`config.mk`:
```
export PLATFORM = sky130hd
export DESIGN_NAME = mul_seq_ctl_flat
export DESIGN_NICKNAME = d
export VERILOG_FILES = /design/src/rtl/mips_pkg.sv /design/src/rtl/mul_seq_ctl_if.sv /design/src/rtl/mul_seq_dp.sv /design/src/rtl/mul_seq_ctl.sv /design/src/flat_wrapper.sv
export SDC_FILE = /design/constraint.sdc
export NUM_CORES = 1
export LEC_CHECK = 0
export ABC_AREA = 1
export CELL_PAD_IN_SITES_DETAIL_PLACEMENT = 2
export CELL_PAD_IN_SITES_GLOBAL_PLACEMENT = 2
export CORE_UTILIZATION = 28
export CTS_BUF_LIST = sky130_fd_sc_hd__clkbuf_16
export DETAILED_ROUTE_END_ITERATION = 6
export HOLD_SLACK_MARGIN = 0.05
export PLACE_DENSITY = 0.9
export SKIP_CTS_REPAIR_TIMING = 1
export SLEW_MARGIN = 20
export SYNTH_ARGS = -nofsm -noshare
export SYNTH_HDL_FRONTEND = slang
export SYNTH_SLANG_ARGS = --single-unit
```
`constraint.sdc`:
```
create_clock -name clk -period 3.3 [get_ports clk]
set_input_delay 0.33 -clock clk [delete_from_list [all_inputs] [get_ports clk]]
set_output_delay 0.33 -clock clk [all_outputs]
set_load 0.05 [all_outputs]
```
`src/rtl/mips_pkg.sv`:
```
// Shared EX-stage definitions: multiply sequencer state encoding, iteration count
// and the funct codes that ALU control decodes for multu/mfhi/mflo.
package mips_pkg;

    localparam int unsigned MUL_ITER = 32;

    localparam logic [1:0] ST_IDLE = 2'd0;
    localparam logic [1:0] ST_RUN  = 2'd1;
    localparam logic [1:0] ST_DONE = 2'd2;

    typedef enum logic [1:0] {
        IDLE = ST_IDLE,
        RUN  = ST_RUN,
        DONE = ST_DONE
    } mul_state_t;

    localparam logic [5:0] F_MULTU = 6'd25;
    localparam logic [5:0] F_MFHI  = 6'd16;
    localparam logic [5:0] F_MFLO  = 6'd18;

endpackage

```
`src/rtl/mul_seq_ctl_if.sv`:
```
// Request/result bundle between ALU control / hazard logic and the multiply sequencer.
interface mul_seq_ctl_if #(
    parameter int unsigned WIDTH = 32,
    parameter int unsigned CNT_W = 7
);
    logic             en_mul;
    logic             abort;
    logic [WIDTH-1:0] op_a;
    logic [WIDTH-1:0] op_b;
    logic             hilo_rd;
    logic [WIDTH-1:0] hi;
    logic [WIDTH-1:0] lo;
    logic [CNT_W-1:0] maxcount;
    logic             busy;
    logic             done;
    logic             stall;

    modport master (
        output en_mul, abort, op_a, op_b, hilo_rd,
        input  hi, lo, maxcount, busy, done, stall
    );

    modport slave (
        input  en_mul, abort, op_a, op_b, hilo_rd,
        output hi, lo, maxcount, busy, done, stall
    );
endinterface

```
`src/rtl/mul_seq_dp.sv`:
```
// Shift-add multiply datapath: multiplicand register plus the HI/LO pair, which
// shifts right one bit per step with the adder carry entering the top of HI.
module mul_seq_dp #(
    parameter int unsigned WIDTH = 32
) (
    input  logic             clk,
    input  logic             rst_n,
    input  logic             load,
    input  logic             step,
    input  logic             clear,
    input  logic [WIDTH-1:0] op_a,
    input  logic [WIDTH-1:0] op_b,
    output logic [WIDTH-1:0] hi,
    output logic [WIDTH-1:0] lo
);

    logic [WIDTH-1:0] mcand;
    logic [WIDTH:0]   sum;

    // Partial-product add; the extra bit keeps the carry for the shift.
    always_comb begin
        sum = {1'b0, hi} + (lo[0] ? {1'b0, mcand} : {(WIDTH+1){1'b0}});
    end

    always_ff @(posedge clk or negedge rst_n) begin
        if (!rst_n) begin
            mcand <= '0;
            hi    <= '0;
            lo    <= '0;
        end else if (clear) begin
            mcand <= '0;
            hi    <= '0;
            lo    <= '0;
        end else if (load) begin
            mcand <= op_a;
            hi    <= '0;
            lo    <= op_b;
        end else if (step) begin
            {hi, lo} <= {sum, lo[WIDTH-1:1]};
        end
    end

endmodule

```
`src/rtl/mul_seq_ctl.sv`:
```
// Multiply sequencer: FSM, iteration counter and pipeline stall for the multu
// resource; the arithmetic lives in mul_seq_dp.
module mul_seq_ctl
    import mips_pkg::*;
#(
    parameter int unsigned WIDTH = MUL_ITER,
    parameter int unsigned CNT_W = 7
) (
    input  logic         clk,
    input  logic         rst_n,
    mul_seq_ctl_if.slave bus
);

    localparam logic [CNT_W-1:0] CNT_MAX  = CNT_W'(WIDTH);
    localparam logic [CNT_W-1:0] CNT_LAST = CNT_W'(WIDTH - 1);

    mul_state_t       state_q, state_d;
    logic [CNT_W-1:0] cnt_q, cnt_d;
    logic             load, step, clear;
    logic [WIDTH-1:0] hi_w, lo_w;

    always_ff @(posedge clk or negedge rst_n) begin
        if (!rst_n) begin
            state_q <= IDLE;
            cnt_q   <= CNT_MAX;
        end else begin
            state_q <= state_d;
            cnt_q   <= cnt_d;
        end
    end

    // Abort outranks everything; en_mul during RUN is held off by the stall.
    always_comb begin
        state_d = state_q;
        cnt_d   = cnt_q;
        load    = 1'b0;
        step    = 1'b0;
        clear   = 1'b0;
        if (bus.abort) begin
            state_d = IDLE;
            cnt_d   = CNT_MAX;
            clear   = 1'b1;
        end else begin
            case (state_q)
                IDLE, DONE: begin
                    state_d = IDLE;
                    if (bus.en_mul) begin
                        state_d = RUN;
                        cnt_d   = '0;
                        load    = 1'b1;
                    end
                end
                RUN: begin
                    step  = 1'b1;
                    cnt_d = cnt_q + CNT_W'(1);
                    if (cnt_q == CNT_LAST) begin
                        state_d = DONE;
                    end
                end
                default: begin
                    state_d = IDLE;
                    cnt_d   = CNT_MAX;
                end
            endcase
        end
    end

    mul_seq_dp #(.WIDTH(WIDTH)) u_dp (
        .clk   (clk),
        .rst_n (rst_n),
        .load  (load),
        .step  (step),
        .clear (clear),
        .op_a  (bus.op_a),
        .op_b  (bus.op_b),
        .hi    (hi_w),
        .lo    (lo_w)
    );

    assign bus.hi       = hi_w;
    assign bus.lo       = lo_w;
    assign bus.maxcount = cnt_q;
    assign bus.busy     = (state_q == RUN);
    assign bus.done     = (state_q == DONE);
    assign bus.stall    = (state_q == RUN) & (bus.hilo_rd | bus.en_mul);

endmodule

```
`src/flat_wrapper.sv`:
```
// flat-port wrapper written by rule: the top's interface ports become plain ports
module mul_seq_ctl_flat import mips_pkg::*;
#(
    parameter int unsigned WIDTH = MUL_ITER,
    parameter int unsigned CNT_W = 7
)
  (clk, rst_n, bus_en_mul, bus_abort, bus_op_a, bus_op_b, bus_hilo_rd, bus_hi, bus_lo, bus_maxcount, bus_busy, bus_done, bus_stall);
  mul_seq_ctl_if #(.WIDTH(WIDTH), .CNT_W(CNT_W)) bus_i ();
  input  logic clk;
  input  logic rst_n;
  input wire logic [$bits(bus_i.en_mul)-1:0] bus_en_mul;
  input wire logic [$bits(bus_i.abort)-1:0] bus_abort;
  input wire logic [$bits(bus_i.op_a)-1:0] bus_op_a;
  input wire logic [$bits(bus_i.op_b)-1:0] bus_op_b;
  input wire logic [$bits(bus_i.hilo_rd)-1:0] bus_hilo_rd;
  output wire logic [$bits(bus_i.hi)-1:0] bus_hi;
  output wire logic [$bits(bus_i.lo)-1:0] bus_lo;
  output wire logic [$bits(bus_i.maxcount)-1:0] bus_maxcount;
  output wire logic [$bits(bus_i.busy)-1:0] bus_busy;
  output wire logic [$bits(bus_i.done)-1:0] bus_done;
  output wire logic [$bits(bus_i.stall)-1:0] bus_stall;
  assign bus_i.en_mul = bus_en_mul;
  assign bus_i.abort = bus_abort;
  assign bus_i.op_a = bus_op_a;
  assign bus_i.op_b = bus_op_b;
  assign bus_i.hilo_rd = bus_hilo_rd;
  assign bus_hi = bus_i.hi;
  assign bus_lo = bus_i.lo;
  assign bus_maxcount = bus_i.maxcount;
  assign bus_busy = bus_i.busy;
  assign bus_done = bus_i.done;
  assign bus_stall = bus_i.stall;
  mul_seq_ctl #(.WIDTH(WIDTH), .CNT_W(CNT_W)) u_core (.clk(clk), .rst_n(rst_n), .bus(bus_i));
endmodule
```
* Yosys cells after proc, flatten, opt, wreduce, memory -nomap -nowiden *
Cells that the tools add are included.

cells by class
  add/subtract/negate cells = 2
  equality and inequality tests = 5
  muxes and demuxes = 22
  bitwise gates (word level) = 2
  reductions and logical operators = 4

operator list
  operator                                        number
  2-to-1 mux 32 bit                               9
  adder 32 x 33 -> 33 bit                         1
  2-to-1 mux 7 bit                                2
  one-hot mux 7 bit (2 select lines)              1
  adder 7 x 1 -> 7 bit (second input constant)    1
  == test 7 x 5 -> 1 bit (second input constant)  1
  2-to-1 mux 1 bit                                7
  2-to-1 mux 2 bit                                2
  one-hot mux 2 bit (2 select lines)              1
  != test 3 x 2 -> 1 bit (second input constant)  1
  != test 3 bit (second input constant)           1
  nonzero test 3 bit                              1
  == test 2 x 1 -> 1 bit (second input constant)  1
  == test 2 bit (second input constant)           1
  zero test 2 bit                                 1
  nonzero test 2 bit                              1
  OR reduction 2 bit                              1
  bitwise AND 1 bit                               1
  bitwise OR 1 bit                                1

word-level totals
  flip-flop bits (word level) = 105
  output and inout port bits = 74
  word-level logic and storage cells = 40

* Logic depth before layout (Yosys ltp) *
  depth after elaboration = 6
  mapped depth = 18
  mapped depth without buffers = 16

* By module *
Synthesis repeated with hierarchy kept, for this count alone.

unflattened totals
  cell total of the unflattened synthesis = 1,058
  area, all modules = 7,220.7 µm²

modules (own cells, without submodules)
  module       times used  cells an instance  area an instance (µm²)  sequential area each (µm²)
  mul_seq_dp   1           988                6,678.9                 2,402.3
  mul_seq_ctl  1           70                 541.8                   226.5

* Worst setup path before layout *
OpenSTA, ideal clock, no wires.

  kind = reg-to-reg
  start point = reg u_core.u_dp.lo[0]
  end point = reg u_core.u_dp.hi[27]
  arrival = 2.558 ns
  required time = 3.182 ns
  setup slack = 0.624 ns
  stages on the path, launching flop included = 18
  buffers on the path = 2
  clock period less this slack = 2.676 ns
  path through = dfrtp_1 clkbuf_1 clkbuf_1 nand2_1 inv_1 ha_1 inv_1 fa_1 inv_1 nand3_1 nand3_1 nand3_1 nand3_1 nand2_1 nand2_1 nand2_1 nand3_1 nand2_1

on the way
  cells in the longest elaborated chain, start to end = 5

ends and longest elaborated chain
  what                     RTL line          RTL
  from (decl)              mul_seq_dp.sv:14  output logic [WIDTH-1:0] lo
  from (signal assigned)   mul_seq_dp.sv:37  lo <= op_b;
  from (signal assigned)   mul_seq_dp.sv:39  {hi, lo} <= {sum, lo[WIDTH-1:1]};
  2-to-1 mux 32 bit        mul_seq_dp.sv:22  sum = {1'b0, hi} + (lo[0] ? {1'b0, mcand} : {(WIDTH+1){1'b0}});
  adder 32 x 33 -> 33 bit  mul_seq_dp.sv:22
  2-to-1 mux 32 bit        mul_seq_dp.sv:38  end else if (step) begin
  2-to-1 mux 32 bit        mul_seq_dp.sv:34  end else if (load) begin
  2-to-1 mux 32 bit        mul_seq_dp.sv:30  end else if (clear) begin
  to (signal assigned)     mul_seq_dp.sv:39
  to (decl)                mul_seq_dp.sv:13  output logic [WIDTH-1:0] hi,

Every way passes these cells. The select of a mux whose other input is x is not followed.
A chain may end at the register's enable or synchronous reset.

* Worst setup path after layout *
  start point = reg u_core.state_q[0]
  end point = out bus_busy

on the way
  cells in the longest elaborated chain, start to end = 1

ends and longest elaborated chain
  what                    RTL line            RTL
  from (decl)             mul_seq_ctl.sv:17   mul_state_t state_q, state_d;
  from (signal assigned)  mul_seq_ctl.sv:27   state_q <= state_d;
  == test 2 x 1 -> 1 bit  mul_seq_ctl.sv:83   assign bus.busy = (state_q == RUN);
  to (decl)               flat_wrapper.sv:19  output wire logic [$bits(bus_i.busy)-1:0] bus_busy;

Every way passes these cells.

==> tab_implementation.tex <==
\begin{tabular}{lr}
\hline
Metric & Value \\
\hline
\multicolumn{2}{l}{\textbf{Clock network}} \\
Insertion delay to the later sink of the worst-skew pair & 0.36 ns \\
CTS H-Tree Depth & 3 \\
Clock-pin slew of the registers on the worst-case setup and hold paths & 0.08 ns \\
CTS Buf Count & 9 \\
Clk sinks & 105 \\
Clock tree from TritonCTS & done \\
Number of buffers on the longest clock path & 2 \\
Clock root buffer & sky130\_fd\_sc\_hd\_\_clkbuf\_16 \\
\multicolumn{2}{l}{\textbf{Detailed routing}} \\
Detailed router's first-iteration violation count & 310 \\
Number of nets still failing antenna checks after routing & 0 \\
First-pass iteration count of the detailed router & 4 \\
Mean number of vias per cell & 4.95 \\
Total via count after detailed routing & 7194 \\
Wire length the detailed router placed on met1 & 12100 um \\
Met3 wire length & 1550 um \\
Met2 WL post-DR & 13400 um \\
Total wirelength of the detailed-routed design & 27600 um \\
Drc violations & 0 \\
Routed wire length per instance & 19.0 um \\
Highest Signal Layer & met4 \\
\multicolumn{2}{l}{\textbf{STA}} \\
Hold Fails Final Rpt & 0 \\
Share of the clock period used by the worst path after layout & 0.819 \\
Max Clock Skew & 0.0108 ns \\
Final period demand of the worst path & 2.70 ns \\
Fmax & 0.370 GHz \\
Slew Viols, Final & 0 \\
RSZ-0062 raised after global routing & no \\
Worst slew margin relative to its limit & 0.443 \\
Worst-margin pin slew & 0.836 ns \\
Count of endpoints failing setup in the final report & 0 \\
Setup TNS & 0 ns \\
\multicolumn{2}{l}{\textbf{Global route}} \\
GR Util All Layers & 0.226 \\
Vias in the first global route & 8081 \\
Global-route wire length before repair & 45000 um \\
GRT overflow & 0 \\
Antenna violations before repair & 0 \\
Largest net degree at the start of global routing & 58 \\
\multicolumn{2}{l}{\textbf{Yosys}} \\
Part of the Yosys area used for sequential elements & 0.382 \\
Share of cell area taken by muxes after synthesis & 0 \\
Arithmetic-cell share of the synthesized area counting full adders, half adders and majority gates & 0.0629 \\
Total standard cell area after synthesis & 0.00688 mm\^{}2 \\
Synthesized instance count & 999 \\
Post-synth EDFFs & 0 \\
Number of synthesis warnings & 0 \\
Top FF cell, synth & sky130\_fd\_sc\_hd\_\_dfrtp\_1 \\
Post-synthesis xor/xnor area fraction & 0.00382 \\
Post-synthesis simple-gate area fraction & 0.289 \\
Average size of a mapped cell & 6.89 um\^{}2 \\
Fraction of synthesis flops using an asynchronous set or reset pin & 1.00 \\
Number of different library cells in the post-synthesis netlist & 38 \\
Top-area cell type share of the netlist area & 0.378 \\
Synth cell count leaders & sky130\_fd\_sc\_hd\_\_nand2\_1, sky130\_fd\_sc\_hd\_\_inv\_1, sky130\_fd\_sc\_hd\_\_dfrtp\_1 \\
Compound-cell area share of the yosys netlist & 0.141 \\
Cell type with the largest total area after synthesis & sky130\_fd\_sc\_hd\_\_dfrtp\_1 \\
Synthesized Nets & 1102 \\
Library cell with the highest instance count after synthesis & sky130\_fd\_sc\_hd\_\_nand2\_1 \\
Post-synthesis sequential element count & 105 \\
Largest family of logic cells by synthesized area & simple AND/OR/NAND/NOR gates \\
Top cells by area in the synthesized netlist & sky130\_fd\_sc\_hd\_\_dfrtp\_1, sky130\_fd\_sc\_hd\_\_nand2\_1, sky130\_fd\_sc\_hd\_\_inv\_1 \\
\multicolumn{2}{l}{\textbf{Worst setup path}} \\
Slowest stage cell on the critical path & sky130\_fd\_sc\_hd\_\_clkdlybuf4s50\_1 \\
Type of the setup path with the least slack & flop to primary output \\
Worst Setup Start Kind & flop \\
Critical-path cell list & inv\_2 -> nor2\_4 -> buf\_4 -> clkdlybuf4s50\_1 \\
Highest fanout seen on the critical path & 19 \\
Crit path DAT & 2.37 ns \\
Longest individual stage delay on the worst path & 0.86 ns \\
Critical path endpoint category & primary output \\
Required time worst endpoint & 2.97 ns \\
\multicolumn{2}{l}{\textbf{Finish}} \\
Storage element area & 0.00263 mm\^{}2 \\
Cell area after layout & 0.00889 mm\^{}2 \\
Area growth from synthesis to layout & 29.2\% \\
Post-layout net count & 1233 \\
Fin util & 0.374 \\
Filler cell count & 2838 \\
Share of layout cells above drive strength 1 & 0.0317 \\
Total area of multi-input combinational cells & 0.00342 mm\^{}2 \\
Antenna diode count & 0 \\
\multicolumn{2}{l}{\textbf{Floorplanning}} \\
Floorplan die height & 159 um \\
Total die area & 0.0252 mm\^{}2 \\
Core ar. & 0.0238 mm\^{}2 \\
Width of the chip & 159 um \\
Starting Density & 0.290 \\
Number of placement rows & 56 \\
Total I/O pin count & 143 \\
\multicolumn{2}{l}{\textbf{Place}} \\
Final HPWL DP & 20900 um \\
Last weighted congestion value of the routability-driven placer & 0.818 \\
Placed cell areas & 0.00862 mm\^{}2 \\
I/O Buffers & 142 \\
\multicolumn{2}{l}{\textbf{Status}} \\
Status & complete, no violations \\
\multicolumn{2}{l}{\textbf{Power and ir drop}} \\
PD cells & 375 mW/mm\^{}2 \\
Leak pwr & 4.76 nW \\
Worst ir drop on vdd & 0.258 mV \\
\multicolumn{2}{l}{\textbf{Hold path}} \\
Worst hold-check path type & input pin to async pin \\
\multicolumn{2}{l}{\textbf{Run}} \\
Max-capacitance violation count & 0 \\
\hline
\end{tabular}
==> critical path, delay by kind of cell (launching register included) <==
kind | cells | cell delay [ns]
buffers and inverters | 3 | 1.29
DFF | 1 | 0.44
and+or+nand+nor | 1 | 0.27
==> state kept, by name, indices dropped and copies added, names as in the netlist <==
name,cells
u_core.bus.maxcount,7
u_core.state_q,2
u_core.u_dp.hi,32
u_core.u_dp.lo,32
u_core.u_dp.mcand,32
==> routing by layer <==
layer  global-route usage  vias to the layer above
li1                     -                     3405
met1                0.277                     3599
met3               0.0507                       37
met4               0.0596                        0
met5                    0                        -
met2                0.395                      153
==> kinds of logic (layout without fill, tap and decap cells) <==
kind of cell,after synthesis,count (layout)
AND/OR/NAND/NOR,492,492
adder cells (fa/ha/maj),34,34
AO/OA/AOI/OAI,158,158
flip-flops,105,105
XOR/XNOR,3,3
buffers and inverters,207,343
==> power by group <==
| group | switching (mW) | internal, mW |
|---|---|---|
| Combinational | 0.526 | 0.276 |
| Sequential | 0.0722 | 1.37 |
| Clock | 0.573 | 0.514 |
| Total | 1.17 | 2.16 |
==> area by class of cell <==
| cell class | count | area share |
|---|---|---|
| clock buffer | 9 | 0.0253 |
| clock inverter | 7 | 0.00493 |
| inverter | 179 | 0.0756 |
| multi-input combinational | 687 | 0.385 |
| sequential | 105 | 0.296 |
| tap | 319 | 0.0449 |
| timing repair buffer | 148 | 0.169 |
==> stage by stage <==
step / hold WS, ns / total power [mW] / setup WS (ns) / cells
detailed placement: 0.468 / 2.27 / 0.812 / 1438
finish: 0.0382 / 3.33 / 0.597 / 1454
floorplan: 0.0344 / 1.91 / 0.624 / 999
global placement: 0.463 / 2.24 / 0.915 / 1438
global route: 0.0937 / 3.45 / 0.433 / 1454
CTS: 0.0862 / 3.36 / 0.600 / 1454
==> path summary, 6_finish.rpt <==
| check | cells after the start | end | slack [ns] | from |
|---|---|---|---|---|
| worst max-delay path | 4 | bus_busy | 0.60 | u_core.state_q[0] |
| worst min-delay path | 1 | u_core.u_dp.lo[8] | 0.04 | rst_n |
| worst max register to register | 16 | u_core.u_dp.hi[19] | 0.74 | u_core.u_dp.lo[0] |
| worst min register to register | 1 | u_core.u_dp.mcand[19] | 0.50 | u_core.u_dp.mcand[19] |
| max in group asynchronous | 2 | u_core.u_dp.hi[16] | 2.49 | rst_n |
| min in group clk | 1 | u_core.u_dp.mcand[19] | 0.50 | u_core.u_dp.mcand[19] |
==> cell usage in the layout (no fill, tap or decap), types with 2 or more instances in the layout <==
master	count
sky130_fd_sc_hd__dfrtp_1	104
sky130_fd_sc_hd__clkdlybuf4s50_1	141
sky130_fd_sc_hd__buf_12	3
sky130_fd_sc_hd__a22o_1	32
sky130_fd_sc_hd__o21ai_0	22
sky130_fd_sc_hd__o211ai_1	7
sky130_fd_sc_hd__inv_1	174
sky130_fd_sc_hd__nand2_2	3
sky130_fd_sc_hd__nor2_4	3
sky130_fd_sc_hd__nor2_1	63
sky130_fd_sc_hd__a31oi_1	7
sky130_fd_sc_hd__a22oi_1	2
sky130_fd_sc_hd__a32o_1	2
sky130_fd_sc_hd__xor2_1	3
sky130_fd_sc_hd__ha_1	33
sky130_fd_sc_hd__nor3_1	10
sky130_fd_sc_hd__inv_2	5
sky130_fd_sc_hd__nand4_1	4
sky130_fd_sc_hd__clkinv_1	3
sky130_fd_sc_hd__nand2_1	357
sky130_fd_sc_hd__nor4_1	2
sky130_fd_sc_hd__clkbuf_16	9
sky130_fd_sc_hd__buf_4	4
sky130_fd_sc_hd__nand3b_1	2
sky130_fd_sc_hd__o21bai_1	3
sky130_fd_sc_hd__nand3_1	43
sky130_fd_sc_hd__a21oi_1	77
(Power assumes the default switching activity.)
